$ cat config.mk
export PLATFORM = sky130hd
export DESIGN_NAME = hilo_mult_ctrl
export DESIGN_NICKNAME = d
export VERILOG_FILES = /design/src/rtl/hilo_mult_ctrl.sv
export SDC_FILE = /design/constraint.sdc
export NUM_CORES = 1
export LEC_CHECK = 0
export ABC_CLOCK_PERIOD_IN_PS = 5380
export BUFFER_PORTS_ARGS = -buffer_cell sky130_fd_sc_hd__buf_2
export CAP_MARGIN = 20
export CORE_MARGIN = 5
export CORE_UTILIZATION = 59
export DETAILED_ROUTE_END_ITERATION = 8
export PLACE_DENSITY = 0.84
export SYNTH_ARGS = -nofsm -noshare
export SYNTH_HDL_FRONTEND = slang
export SYNTH_SLANG_ARGS = --single-unit
$ cat constraint.sdc
create_clock -name clk -period 5.38 [get_ports clk]
set_input_delay 0.807 -clock clk [delete_from_list [all_inputs] [get_ports clk]]
set_output_delay 0.807 -clock clk [all_outputs]
set_load 0.01 [all_outputs]
$ cat src/rtl/hilo_mult_ctrl.sv
// HI/LO multiply controller: hands operand magnitudes to the iterative multiplier,
// stalls the pipeline for the transaction and commits the sign-corrected product.
//
// state | meaning
// IDLE  | waiting for an issued MULT/MULTU; HI/LO readable
// REQ   | one-cycle in_valid pulse to the multiplier
// WAIT  | waiting for out_valid, bounded by TIMEOUT
// FIX   | sign correction and HI/LO commit
module hilo_mult_ctrl #(
    parameter int unsigned TIMEOUT = 64
) (
    input  logic        clk,
    input  logic        rst_n,
    input  logic        issue_valid,
    input  logic        issue_signed,
    input  logic [31:0] rs_data,
    input  logic [31:0] rt_data,
    input  logic        mf_sel,
    output logic [31:0] mf_data,
    output logic        pipe_stall,
    output logic        err,
    output logic        mul_in_valid,
    output logic [31:0] mul_mcand,
    output logic [31:0] mul_mplier,
    input  logic [63:0] mul_product,
    input  logic        mul_out_valid
);

    typedef enum logic [1:0] {IDLE, REQ, WAIT, FIX} state_t;

    state_t      state_r, state_nx;
    logic [7:0]  cnt_r;
    logic        neg_r;
    logic        err_r;
    logic [63:0] prod_r;
    logic [31:0] hi_r, lo_r;
    logic        timeout_hit;

    function automatic logic [31:0] mag(input logic sgn, input logic [31:0] x);
        return (sgn & x[31]) ? (~x + 32'd1) : x;
    endfunction

    assign timeout_hit = (cnt_r == 8'(TIMEOUT - 1));

    always_comb begin
        state_nx     = state_r;
        mul_in_valid = 1'b0;
        pipe_stall   = (state_r != IDLE);
        case (state_r)
            IDLE: if (issue_valid) state_nx = REQ;
            REQ: begin
                mul_in_valid = 1'b1;
                state_nx     = WAIT;
            end
            WAIT: begin
                if (mul_out_valid)    state_nx = FIX;
                else if (timeout_hit) state_nx = IDLE;
            end
            FIX:     state_nx = IDLE;
            default: state_nx = IDLE;
        endcase
    end

    always_ff @(posedge clk or negedge rst_n) begin
        if (!rst_n) begin
            state_r    <= IDLE;
            cnt_r      <= '0;
            neg_r      <= 1'b0;
            err_r      <= 1'b0;
            prod_r     <= '0;
            hi_r       <= '0;
            lo_r       <= '0;
            mul_mcand  <= '0;
            mul_mplier <= '0;
        end else begin
            state_r <= state_nx;
            case (state_r)
                IDLE: begin
                    if (issue_valid) begin
                        mul_mcand  <= mag(issue_signed, rs_data);
                        mul_mplier <= mag(issue_signed, rt_data);
                        neg_r      <= issue_signed & (rs_data[31] ^ rt_data[31]);
                        err_r      <= 1'b0;
                        cnt_r      <= '0;
                    end
                end
                WAIT: begin
                    // a product arriving on the last allowed cycle still wins over the abort
                    if (mul_out_valid)    prod_r <= mul_product;
                    else if (timeout_hit) err_r  <= 1'b1;
                    else                  cnt_r  <= cnt_r + 8'd1;
                end
                FIX: {hi_r, lo_r} <= neg_r ? (~prod_r + 64'd1) : prod_r;
                default: ;
            endcase
        end
    end

    assign err     = err_r;
    assign mf_data = mf_sel ? hi_r : lo_r;

endmodule

==> run metrics <==
1st-iter DRT viols between 500 and 600; die area between 0.02 and 0.025 mm^2; # H-tree levels 1; GPL Wtd Cong between 0.9 and 1; Max IR drop VDD around 0.36 mV; DIE WIDTH between 100 and 150 um; Post-Syn Area between 0.01 and 0.015 mm^2; IO Pins ~230; syn nets around 1200; pin count of the biggest net entering global routing 129; ys flop type dfrtp_1; worst skew pair latency 0.51 ns; fmax roughly 0.34 GHz; Reg-to-Reg End hi_r[2]; status complete, no violations; Hold Path Class in -> async; critical path depth 6; Area Overhead vs Synth 20.3%; DR WL/cell around 19 um; relative slew slack 0.255; worst reg2reg setup slack between 2 and 2.5 ns; ANT nets after route 0; Hold Vio Cnt, Final 0; Crit Path Max Fanout 12; Post-synth EDFFs 0; Critical Path RT around 5.7 ns; Final Cycle Share 0.550; Mapped Cells 1073; Crit path max-delay family simple AND/OR/NAND/NOR gates; Initial Utilization 0.596; Seq cells post-synth 204; Longest Clk Path Bufs 3; Final setup viols 0; Overall Power ~7300 uW; CTS Buf Count 23; critical path capture point type register; port buffer count between 200 and 250; Worst path slowest cell nor4_4; Period minus WS final 2.96 ns; Worst-Margin Slew 1.12 ns; Synth cell types between 40 and 50; crit path launch type register; routed vias/inst slightly below 6; CTS tree done; clock slew at reported path FFs approximately 0.060 ns; Cells after DPL ~1500; WS Path Type reg -> reg; top post-synthesis cells by area dfrtp_1, mux2_2, xor2_1; GR Overflow Total 0; row count between 40 and 50; Power Density ~570 mW/mm^2; initial antenna violation count 5; GRT Total Usage 0.273; sequential share of the synthesized area 0.480; Mean Syn Cell Area just under 10 um^2; asr flop ratio synth 1.00; Root Buffer clkbuf_16; CTS Sinks between 200 and 250; Yosys top cell by area dfrtp_1; Total Wirelength 28400 um; Final Core Density 0.717; max cap viols 0; Pre-antenna DRT Iters 5; Worst Setup EP hi_r[2]; WP buf/inv 0; Slew Viols, Final 0; Critical path origin prod_r[6]; number of global-route vias before repair ~8900; drt drc 0; post-CTS resize count 0; final std cells w/o fill about 1500; Pleak approximately 0.0058 uW; nets between 1000 and 1500; Reg2Reg Depth 6; Synth top area share 0.480; DR vias roughly 9000; RR Startpoint prod_r[6]; HPWL Detailed between 20000 and 25000 um; Ys Warns 0; final setup TNS 0 ns; unrepaired setup endpoints after global routing no; CORE AREA around 0.018 mm^2; skew final a little under 0.008 ns; Arr. time, crit path between 3 and 4 ns; die height 144 um; Max stage delay on crit path ~0.60 ns; layout cell share with drive strength beyond 1 0.305; cts-stage hold buffer count 0; first-pass GRT wire length 45600 um; setup bufs post-CTS 0; cell breakdown of the critical path or4_4 -> nor4_4 -> nand4_1 -> o31ai_1 -> xor2_1 -> o21ai_0
-- placed cells by master (no fill, tap or decap), types with 20 or more instances in the layout --
cell type / netlist / routed
a21oi_1: 24 / 24
dfrtp_1: 204 / 203
clkbuf_16: 0 / 23
xor2_1: 95 / 95
o21ai_0: 152 / 152
nand2_1: 164 / 163
xnor2_1: 30 / 30
o31ai_1: 32 / 32
or4_1: 22 / 22
mux2_2: 96 / 96
nor2_1: 41 / 41
nand3_1: 22 / 20
buf_2: 2 / 231
-- cell usage after synthesis, drive strengths merged (22+ instances only) --
cell type / number
dfrtp: 204
nand2: 164
o21ai: 161
mux2: 96
xor2: 95
clkbuf: 50
nor2: 41
o31ai: 32
xnor2: 30
a21oi: 24
or4: 24
nand3: 22
-- final cells by class --
| class | count | area (um^2) |
|---|---|---|
| Tap cell | 229 | 287 |
| Clock inverter | 12 | 194 |
| Multi-Input combinational cell | 799 | 5290 |
| Inverter | 12 | 45.0 |
| Fill cell | 1267 | 5050 |
| Clock buffer | 30 | 652 |
| Sequential cell | 204 | 5110 |
| Timing Repair Buffer | 237 | 1220 |
| Antenna cell | 1 | 2.50 |
-- logic make-up (layout without fill, tap and decap cells) --
group / Yosys count / in the layout / synth area share
xor gates and xnor gates: 125 / 125 / 0.103
other: 0 / 1 / 0
adders and majority gates: 4 / 4 / 0.00471
muxes: 98 / 98 / 0.104
AOI/OAI and AO/OA: 247 / 247 / 0.135
DFF: 204 / 204 / 0.480
buffers and inverters: 70 / 291 / 0.0253
and+or+nand+nor: 325 / 325 / 0.149
-- registers in the layout (all words and copies together) (netlist names) --
signal      count
neg_r           1
err             1
mul_mcand      32
state_r         2
cnt_r           8
prod_r         64
mul_mplier     32
lo_r           32
hi_r           32
-- metal layers --
metal | part of all wire | vias to the layer above | global-route usage
met5 | 0.0017 | - | 0
met4 | 0.026 | 8 | 0.0800
met3 | 0.089 | 59 | 0.0714
met2 | 0.49 | 377 | 0.460
met1 | 0.40 | 4264 | 0.350
li1 | - | 4207 | -
-- report_power, final --
group	total, uW	leakage [uW]	switching, uW	internal, uW
logic	2620	0.00283	1430	1180
clock network	1720	0.000413	628	1090
registers	2980	0.00251	723	2260
-- through the flow --
stage	hold slack (ns)	area [um^2]	setup WS, ns
after floorplan	0.444	10600	2.72
after detailed placement	0.464	11900	2.35
after CTS	0.478	12800	2.47
after global placement	0.457	11900	2.41
after global routing	0.490	12800	2.20
final	0.417	12800	2.42
-- how the worst min path moves through the flow --
stage | end | slack (ns)
6_report | lo_r[26] | 0.42
5_1_grt | mul_mplier[24] | 0.49
4_1_cts | lo_r[26] | 0.48
3_5_place_dp | mul_mcand[25] | 0.46
3_3_place_gp | mul_mcand[31] | 0.46
2_1_floorplan | hi_r[0] | 0.44
Power figures use the tool's default switching activity.
